$ cat src/rtl/past_tap_pkg.sv
// Shared defaults and sizing helper for the past-value tap and related monitor blocks.
// Latency: n/a (declarations only).
// Backpressure: n/a.
package past_tap_pkg;

  localparam int DEF_WIDTH = 4;
  localparam int DEF_DEPTH = 4;

  // Width of a select/count that must represent every value 0..depth inclusive.
  function automatic int sel_width(input int depth);
    return $clog2(depth + 1);
  endfunction

endpackage

$ cat src/rtl/sat_counter.sv
// Up-counter that saturates at MAX, with a synchronous clear that wins over increment.
// Latency: count visible one clk after the increment edge.
// Backpressure: none; increments at MAX are absorbed silently.
module sat_counter #(
  parameter int W   = 3,
  parameter int MAX = 4
) (
  input  logic         clk,
  input  logic         rst_n,
  input  logic         clr_i,
  input  logic         inc_i,
  output logic [W-1:0] cnt_o
);

  localparam logic [W-1:0] MAX_V = W'(MAX);

  logic [W-1:0] cnt_d;
  logic [W-1:0] cnt_q;

  // Next count: clear first, otherwise step up until the ceiling is reached.
  always_comb begin
    cnt_d = cnt_q;
    if (clr_i) begin
      cnt_d = '0;
    end else if (inc_i && (cnt_q != MAX_V)) begin
      cnt_d = cnt_q + W'(1);
    end
  end

  // Count register.
  always_ff @(posedge clk or negedge rst_n) begin
    if (!rst_n) begin
      cnt_q <= '0;
    end else begin
      cnt_q <= cnt_d;
    end
  end

  assign cnt_o = cnt_q;

endmodule

$ cat src/rtl/past_value_tap.sv
// Synthesizable $past(din, N, gate): gated shift history with run-time look-back select.
// Latency: a sample taken at a gated edge is readable at sel=1 right after that edge; outputs are combinational.
// Backpressure: none; the tap is a passive observer and samples on every gated edge.
module past_value_tap
  import past_tap_pkg::*;
#(
  parameter int WIDTH = DEF_WIDTH,
  parameter int DEPTH = DEF_DEPTH,
  parameter int SELW  = sel_width(DEPTH)
) (
  input  logic             clk,
  input  logic             rst_n,
  input  logic             clear_i,
  input  logic             gate_i,
  input  logic [WIDTH-1:0] din_i,
  input  logic [SELW-1:0]  sel_i,
  output logic [WIDTH-1:0] past_o,
  output logic             past_valid_o,
  output logic             sel_err_o,
  output logic [SELW-1:0]  fill_o,
  output logic             stable_o,
  output logic             changed_o
);

  // hist_q[0] is the most recent gated sample, hist_q[DEPTH-1] the oldest.
  logic [DEPTH-1:0][WIDTH-1:0] hist_d;
  logic [DEPTH-1:0][WIDTH-1:0] hist_q;
  logic [SELW-1:0]             fill;

  // History update: flush on clear (dropping any simultaneous sample), shift on gate, else hold.
  always_comb begin
    hist_d = hist_q;
    if (clear_i) begin
      hist_d = '0;
    end else if (gate_i) begin
      hist_d[0] = din_i;
      for (int k = 1; k < DEPTH; k++) begin
        hist_d[k] = hist_q[k-1];
      end
    end
  end

  // History register; reset reads back as zeros, the same default $past gives.
  always_ff @(posedge clk or negedge rst_n) begin
    if (!rst_n) begin
      hist_q <= '0;
    end else begin
      hist_q <= hist_d;
    end
  end

  // Number of valid entries; only gated edges count, clear restarts from zero.
  sat_counter #(
    .W   (SELW),
    .MAX (DEPTH)
  ) u_fill (
    .clk   (clk),
    .rst_n (rst_n),
    .clr_i (clear_i),
    .inc_i (gate_i),
    .cnt_o (fill)
  );

  // Look-back mux: sel=0 is a pass-through, out-of-range selects read as invalid zero.
  always_comb begin
    past_o       = '0;
    past_valid_o = 1'b0;
    sel_err_o    = (sel_i > SELW'(DEPTH));
    if (sel_i == '0) begin
      past_o       = din_i;
      past_valid_o = 1'b1;
    end else if (!sel_err_o) begin
      for (int k = 0; k < DEPTH; k++) begin
        if (sel_i == SELW'(k + 1)) begin
          past_o = hist_q[k];
        end
      end
      past_valid_o = (fill >= sel_i);
    end
  end

  // Stable/changed compare the live input with the newest sample; both quiet until one exists.
  always_comb begin
    stable_o  = 1'b0;
    changed_o = 1'b0;
    if (fill != '0) begin
      stable_o  = (din_i == hist_q[0]);
      changed_o = (din_i != hist_q[0]);
    end
  end

  assign fill_o = fill;

endmodule

$ cat config.mk
export PLATFORM = sky130hd
export DESIGN_NAME = past_value_tap
export DESIGN_NICKNAME = d
export VERILOG_FILES = /design/src/rtl/past_tap_pkg.sv /design/src/rtl/sat_counter.sv /design/src/rtl/past_value_tap.sv
export SDC_FILE = /design/constraint.sdc
export NUM_CORES = 1
export LEC_CHECK = 0
export ABC_AREA = 1
export BUFFER_PORTS_ARGS = -buffer_cell sky130_fd_sc_hd__buf_2
export CAP_MARGIN = 20
export CORE_ASPECT_RATIO = 1.25
export CORE_MARGIN = 5
export CORE_UTILIZATION = 55
export DETAILED_ROUTE_END_ITERATION = 16
export GPL_TIMING_DRIVEN = 1
export MAX_ROUTING_LAYER = met4
export PLACE_DENSITY = 0.8
export SKIP_LAST_GASP = 1
export SYNTH_ARGS = -nofsm -noshare
export SYNTH_HDL_FRONTEND = slang
export SYNTH_SLANG_ARGS = --single-unit
$ cat constraint.sdc
create_clock -name clk -period 1.82 [get_ports clk]
set_input_delay 0.091 -clock clk [delete_from_list [all_inputs] [get_ports clk]]
set_output_delay 0.091 -clock clk [all_outputs]
set_load 0.02 [all_outputs]
==> flow_metrics.env, run 1 <==
export IMPL_endpoint_kind="primary output"
export IMPL_final_setup_tns_ps=0
export IMPL_grt_setup_unrepaired="no"
export IMPL_synthCells=144
export IMPL_grt_pass1_vias=1076
export IMPL_placement_io_buffers=21
export IMPL_nets=184
export IMPL_share_of_total_power_in_combinational_logic_pct=22.4
export IMPL_critical_path_peak_fanout=4
export IMPL_postLayoutSetupSlackWorst_ps=185.4
export IMPL_timing_max_slew_rel_slack_pct=71.04
export IMPL_cts_num_sinks=19
export IMPL_multi_input_combinational_cell_area_sq_um=544.3
export IMPL_globalRouteOverflowTotal=0
export IMPL_remaining_drc_errors=0
export IMPL_criticalPathCategory="flip-flop to primary output"
export IMPL_grt_first_pass_wirelength_mm=4.830
export IMPL_power_switching_uw=277.4
export IMPL_gp_routability_congestion=0.8284
export IMPL_synth_enable_flop_cells=0
export IMPL_route_vias_total=1068
export IMPL_timing_hold_violations_final=1
export IMPL_design_portCount=22
export IMPL_fp_row_count=18
export IMPL_cpPeakStageDelay_ps=390
export IMPL_yosys_cell_types_count=19
export IMPL_stdcell_area_sq_mm=0.001267
export IMPL_finalNonFillerCells=187
export IMPL_hold_slack_ps=-1.654
export IMPL_floorplan_core_area_sq_mm=0.001959
export IMPL_p_clk_share_pct=25.6
export IMPL_hpwl_mm=1.979
export IMPL_place_area_sq_mm=0.001229
export IMPL_clk_insertion_delay_late_ps=300
export IMPL_initial_antenna_violation_count=0
export IMPL_crit_slowest_cell="sky130_fd_sc_hd__dfrtp_1"
export IMPL_dpl_worst_slack_ps=507.4
export IMPL_timing_hold_worst_start="clear_i"
export IMPL_filler_cell_count=183
export IMPL_cell_internal_pwr_uw=585.7
export IMPL_grt_max_degree=20
export IMPL_initial_utilization_pct=57.15
export IMPL_numCtsBuffers=3
export IMPL_viasPerCell=5.711
export IMPL_cts_root_to_sink_buffers=2
export IMPL_cp_data_arrival_time_ps=1540
export IMPL_reg2reg_from="u_fill.cnt_o[1]"
export IMPL_power_leakage_nw=0.6366
export IMPL_setup_reg_to_reg_worst_slack_ps=580
export IMPL_violations="negative hold slack"
export IMPL_post_synth_top_count_cell="sky130_fd_sc_hd__nand2_1"
export IMPL_min_delay_worst_endpoint="hist_q[6]"
export IMPL_antenna_cells=0
export IMPL_die_h_um=60.45
export IMPL_dieArea_sq_mm=0.003044
export IMPL_drive_above_1_share_pct=21.56
export IMPL_power_density_mw_per_mm2=681.0
export IMPL_sw_frac_of_total_pct=32.14
export IMPL_sequential_cell_area_sq_um=475.5
export IMPL_cpMostUsedCell="sky130_fd_sc_hd__a21oi_1"
export IMPL_min_period_over_period_pct=89.81
export IMPL_peakVddDrop_v=0.0006544
export IMPL_share_of_the_core_filled_with_cells_in_the_final_layout_pct=64.69
export IMPL_timing_final_setup_violations=0
export IMPL_slew_of_the_pin_with_the_lowest_slew_margin_ps=434.4
export IMPL_wl_per_cell_um=14.49
export IMPL_outcome="finished with violations"
export IMPL_layout_area_overhead_vs_synth_pct=13.18
export IMPL_reg2reg_depth=5
export IMPL_critPathRequiredTime_ps=1730
export IMPL_antenna_left=0
export IMPL_ctsRootBufferMaster="sky130_fd_sc_hd__clkbuf_4"
export IMPL_async_flop_share_pct=100.0
export IMPL_groute_usage_overall_pct=20.92
export IMPL_wirelength_mm=2.709
export IMPL_dp_cells=182
export IMPL_holdCritPathClass="primary input to flip-flop"
export IMPL_post_synth_main_area_contributors="sky130_fd_sc_hd__dfrtp_1 42%, sky130_fd_sc_hd__nand2_1 10%, sky130_fd_sc_hd__o21ai_1 5.8%"
export IMPL_synth_warnings=0
export IMPL_synthFlopType="sky130_fd_sc_hd__dfrtp_1"
export IMPL_hold_depth=2
export IMPL_seq_power_share_pct=52.0
export IMPL_crit_path_cell_trace="inv_2 -> ha_1 -> inv_1 -> a21oi_1 -> o21ai_1 -> a21oi_1 -> buf_4"
export IMPL_clk_pin_slew_ps=110
export IMPL_drv_max_cap_violation_count=0
export IMPL_cts_tree="built"
export IMPL_synthesis_area_sq_mm=0.001120
export IMPL_drt_first_iter_violations=33
export IMPL_synth_seq_area_share_pct=42.46
export IMPL_firstDrtPassIters=4
export IMPL_timing_max_transition_violations_final=0
export IMPL_netlist_top_cells_count="30 x sky130_fd_sc_hd__nand2_1, 19 x sky130_fd_sc_hd__dfrtp_1, 17 x sky130_fd_sc_hd__inv_1, 13 x sky130_fd_sc_hd__o21ai_1, 12 x sky130_fd_sc_hd__nand3_1"
export IMPL_yosys_area_top_type_share_pct=42.46
export IMPL_timing_clock_skew_ps=2.431
export IMPL_yosys_register_bits=19
export IMPL_cts_setup_buffers=0
export IMPL_die_width_um=50.36
export IMPL_start_kind="flip-flop"
export IMPL_fin_total_pwr_uw=863.1
export IMPL_post_synth_top_area_cell="sky130_fd_sc_hd__dfrtp_1"
export IMPL_post_synth_cell_area_avg_sq_um=7.777
export IMPL_reg2reg_to="u_fill.cnt_o[0]"
export IMPL_timing_fmax_ghz=0.6118
export IMPL_syn_num_nets=160
export IMPL_htree_levels=1
export IMPL_min_period_ps=1635
[registers in the layout, summed over array words and instances, names as in the netlist]
register / cells
hist_q: 16
u_fill.cnt_o: 3
[cell families after synthesis]
| group | share of synthesized area, % |
|---|---|
| flops | 42.46 |
| xor+xnor | 3.128 |
| buf+inv | 8.938 |
| compound gates | 16.76 |
| simple gates | 23.13 |
| fa+ha+maj | 5.587 |
[repair_timing]
action	4_1_cts	5_1_grt
hold buffers	1	0
setup endpoints to repair	0	1
resized for setup	0	3
hold endpoints to repair	19	0
[power by group through the flow]
stage | Sequential, mW | Clock (mW) | Combinational (mW)
3_5_place_dp | 0.457 | 0 | 0.189
4_1_cts | 0.449 | 0.220 | 0.192
6_report | 0.449 | 0.221 | 0.193
2_1_floorplan | 0.460 | 0 | 0.118
5_1_grt | 0.451 | 0.240 | 0.221
3_3_place_gp | 0.456 | 0 | 0.183
[placed cells by master (no fill, tap or decap)]
| cell | Yosys | routed |
|---|---|---|
| sky130_fd_sc_hd__inv_1 | 17 | 16 |
| sky130_fd_sc_hd__o211ai_1 | 1 | 1 |
| sky130_fd_sc_hd__a21oi_1 | 9 | 9 |
| sky130_fd_sc_hd__ha_1 | 5 | 5 |
| sky130_fd_sc_hd__or2_1 | 1 | 1 |
| sky130_fd_sc_hd__xor2_1 | 4 | 4 |
| sky130_fd_sc_hd__o21ai_0 | 2 | 1 |
| sky130_fd_sc_hd__nand3_1 | 12 | 12 |
| sky130_fd_sc_hd__buf_4 | 0 | 1 |
| sky130_fd_sc_hd__inv_2 | 4 | 5 |
| sky130_fd_sc_hd__a21oi_2 | 4 | 4 |
| sky130_fd_sc_hd__o21ai_1 | 13 | 14 |
| sky130_fd_sc_hd__nor2_1 | 8 | 8 |
| sky130_fd_sc_hd__o22ai_1 | 4 | 4 |
| sky130_fd_sc_hd__nand4_1 | 5 | 5 |
| sky130_fd_sc_hd__clkbuf_4 | 0 | 3 |
| sky130_fd_sc_hd__nor2_2 | 3 | 3 |
| sky130_fd_sc_hd__clkbuf_1 | 0 | 1 |
| sky130_fd_sc_hd__dfrtp_1 | 19 | 19 |
| sky130_fd_sc_hd__nand2_1 | 30 | 30 |
| sky130_fd_sc_hd__dlygate4sd3_1 | 0 | 1 |
| sky130_fd_sc_hd__buf_2 | 2 | 20 |
[metal layers]
layer	track usage (%)	share of wire (%)	vias up
met1	25.16	43	498
li1	-	-	522
met4	6.204	1.1	0
met3	3.440	6.6	6
met5	-	0	-
met2	36.09	49	42
[layout make-up]
cell class	count	share of cell area, %
Inverter	21	6.219
Multi-Input combinational cell	101	42.94
Clock buffer	4	2.073
Timing Repair Buffer	22	9.279
Sequential cell	19	37.51
Tap cell	20	1.974
[worst max-delay path: cells and delay by family, from the launching register on]
| kind | cells | cell delay [ps] |
|---|---|---|
| buffers and inverters | 3 | 260 |
| AO/OA/AOI/OAI | 3 | 320 |
| flip-flops | 1 | 390 |
| adder cells (fa/ha/maj) | 1 | 270 |
[worst max-delay path by stage]
stage / startpoint / to / slack [ps] / cells after the start
floorplan: u_fill.cnt_o[0] / past_valid_o / 330 / 6
global placement: u_fill.cnt_o[0] / past_valid_o / 540 / 7
detailed placement: u_fill.cnt_o[0] / past_valid_o / 510 / 7
CTS: u_fill.cnt_o[0] / past_valid_o / 170 / 7
global route: u_fill.cnt_o[0] / past_valid_o / 9 / 7
finish: u_fill.cnt_o[0] / past_valid_o / 190 / 7
(Power assumes the default switching activity.)
==> run 2, diff against run 1 <==
--- a/config.mk
+++ b/config.mk
@@ -15,6 +15,7 @@
 export GPL_TIMING_DRIVEN = 1
 export MAX_ROUTING_LAYER = met4
 export PLACE_DENSITY = 0.8
+export RECOVER_POWER = 50
 export SKIP_LAST_GASP = 1
 export SYNTH_ARGS = -nofsm -noshare
 export SYNTH_HDL_FRONTEND = slang
==> run 2 against run 1 <==
  * The flow still finishes with violations (negative hold slack)
  * Critical path type unchanged
  * Non-clock buffer count is the same
  * Hold slack lost 7.0 ps
  * Combinational power is essentially flat
  * Sequential power is essentially flat
  * Final area is essentially flat
  * Clock-buffer cell count is the same
  * Setup slack gained 3.3 ps
  * Clock skew grew 1.5 ps
  * Maximum frequency grew 0.20%
==> flow_metrics.env, run 2 (synthesis gave the netlist of run 1 again) <==
export IMPL_drt_first_iter_violations=33
export IMPL_peakVddDrop_v=0.0006481
export IMPL_wirelength_mm=2.704
export IMPL_timing_max_slew_rel_slack_pct=30.72
export IMPL_timing_clock_skew_ps=3.884
export IMPL_remaining_drc_errors=0
export IMPL_drv_max_cap_violation_count=0
export IMPL_grt_max_degree=20
export IMPL_timing_final_setup_violations=0
export IMPL_gp_routability_congestion=0.8284
export IMPL_layout_cells_most_common="sky130_fd_sc_hd__nand2_1"
export IMPL_holdCritPathClass="primary input to flip-flop"
export IMPL_htree_levels=1
export IMPL_grt_setup_unrepaired="no"
export IMPL_dieArea_sq_mm=0.003044
export IMPL_power_density_mw_per_mm2=678.9
export IMPL_wl_per_cell_um=14.46
export IMPL_finalNonFillerCells=187
export IMPL_start_kind="flip-flop"
export IMPL_path_delay_family="flip-flops"
export IMPL_cts_root_to_sink_buffers=2
export IMPL_critical_path_peak_fanout=4
export IMPL_cts_tree="built"
export IMPL_violations="negative hold slack"
export IMPL_numCtsBuffers=3
export IMPL_min_period_over_period_pct=89.63
export IMPL_fp_row_count=18
export IMPL_drive_above_1_share_pct=20.36
export IMPL_count_of_buffering_cells_on_the_critical_path_with_inverters_included=3
export IMPL_nets=184
export IMPL_most_common_layout_cells="30 x sky130_fd_sc_hd__nand2_1, 19 x sky130_fd_sc_hd__dfrtp_1, 19 x sky130_fd_sc_hd__buf_2"
export IMPL_power_leakage_nw=0.6355
export IMPL_layout_area_overhead_vs_synth_pct=13.07
export IMPL_grt_first_pass_wirelength_mm=4.830
export IMPL_dp_cells=182
export IMPL_critPathRequiredTime_ps=1730
export IMPL_clk_pin_slew_ps=100
export IMPL_timing_fmax_ghz=0.6130
export IMPL_antenna_cells=0
export IMPL_cts_setup_buffers=0
export IMPL_crit_slowest_cell="sky130_fd_sc_hd__dfrtp_1"
export IMPL_hpwl_mm=1.979
export IMPL_ctsRootBufferMaster="sky130_fd_sc_hd__clkbuf_4"
export IMPL_cpMostUsedCell="sky130_fd_sc_hd__a21oi_1"
export IMPL_multi_input_combinational_cell_area_sq_um=544.3
export IMPL_viasPerCell=5.733
export IMPL_initial_antenna_violation_count=0
export IMPL_cts_num_sinks=19
export IMPL_criticalPathCategory="flip-flop to primary output"
export IMPL_final_setup_tns_ps=0
export IMPL_design_portCount=22
export IMPL_sequential_cell_area_sq_um=475.5
export IMPL_globalRouteOverflowTotal=0
export IMPL_placement_io_buffers=21
export IMPL_crit_path_cell_trace="inv_2 -> ha_1 -> inv_1 -> a21oi_1 -> o21ai_1 -> a21oi_1 -> buf_4"
export IMPL_die_width_um=50.36
export IMPL_endpoint_kind="primary output"
export IMPL_fin_total_pwr_uw=859.6
export IMPL_hold_slack_ps=-8.678
export IMPL_initial_utilization_pct=57.15
export IMPL_filler_cell_count=184
export IMPL_route_vias_total=1072
export IMPL_grt_pass1_vias=1076
export IMPL_groute_usage_overall_pct=20.92
export IMPL_cp_data_arrival_time_ps=1540
export IMPL_min_period_ps=1631
export IMPL_top_register="hist_q"
export IMPL_antenna_left=0
export IMPL_die_h_um=60.45
export IMPL_firstDrtPassIters=4
export IMPL_flip_flop_count_of_the_largest_register_after_layout=16
export IMPL_cpPeakStageDelay_ps=390
export IMPL_clk_insertion_delay_late_ps=300
export IMPL_slew_of_the_pin_with_the_lowest_slew_margin_ps=1039
export IMPL_timing_max_transition_violations_final=0
export IMPL_floorplan_core_area_sq_mm=0.001959
export IMPL_timing_hold_violations_final=2
export IMPL_outcome="finished with violations"
[run 2: cell count changes in the layout (fill, tap and decap cells not counted)]
cell                       change
sky130_fd_sc_hd__o21ai_1       -2
sky130_fd_sc_hd__buf_2         -1
sky130_fd_sc_hd__inv_1         +1
sky130_fd_sc_hd__clkbuf_1      +1
sky130_fd_sc_hd__o21ai_0       +2
sky130_fd_sc_hd__inv_2         -1
[run 2: power breakdown]
group          internal (mW)  switching, mW
clock                 0.0855          0.132
combinational         0.0631          0.130
sequential             0.437         0.0125
total                  0.585          0.274
[run 2: path summary, 6_finish.rpt]
| kind | slack [ps] | to | startpoint | depth (start not counted) |
|---|---|---|---|---|
| max | 190 | past_valid_o | u_fill.cnt_o[0] | 7 |
| min | -9 | hist_q[6] | clear_i | 2 |
| max reg2reg | 580 | u_fill.cnt_o[0] | u_fill.cnt_o[1] | 5 |
| min reg2reg | 560 | hist_q[14] | hist_q[14] | 2 |
| max in group asynchronous | 720 | hist_q[2] | rst_n | 2 |
| min in group asynchronous | 470 | hist_q[0] | rst_n | 2 |
[run 2: timing repair]
item / in CTS / in global routing
hold buffers: 1 / 0
hold endpoints to repair: 19 / 0
resized for setup: 0 / 3
endpoints found under the setup margin: 0 / 1
[run 2: worst reg2reg max path, cell delays in order (launching register included)]
cell and delay [ps]:
sky130_fd_sc_hd__dfrtp_1 400, sky130_fd_sc_hd__inv_1 80, sky130_fd_sc_hd__ha_1 210, sky130_fd_sc_hd__a21oi_2 220
sky130_fd_sc_hd__or2_1 160, sky130_fd_sc_hd__o21ai_1 60
[run 2: final cells by class]
cell class,instances,share of cell area (%)
flip-flops and latches,19,37.55
repair buffers,22,9.190
multi-input cells,101,42.98
clock buffers,4,2.075
well taps,20,1.976
inverters,21,6.225
[run 2: layer usage]
metal | track usage (%) | part of all wire, % | vias up
li1 | - | - | 520
met1 | 25.16 | 42 | 500
met2 | 36.09 | 51 | 47
met3 | 3.440 | 7.0 | 5
met4 | 6.204 | 0.78 | 0
met5 | - | 0 | -
[run 2: metrics by stage]
step	instance area [sq um]	hold WS (ps)	worst slack (ps)	utilization (%)
global placement	1229	48.35	541.6	62.71
finish	1266	-8.678	188.7	64.62
floorplan	1120	-204.6	333.1	-
global route	1266	-0.5618	9.309	64.62
detailed placement	1229	58.44	507.4	62.71
CTS	1265	2.116	169.3	64.56
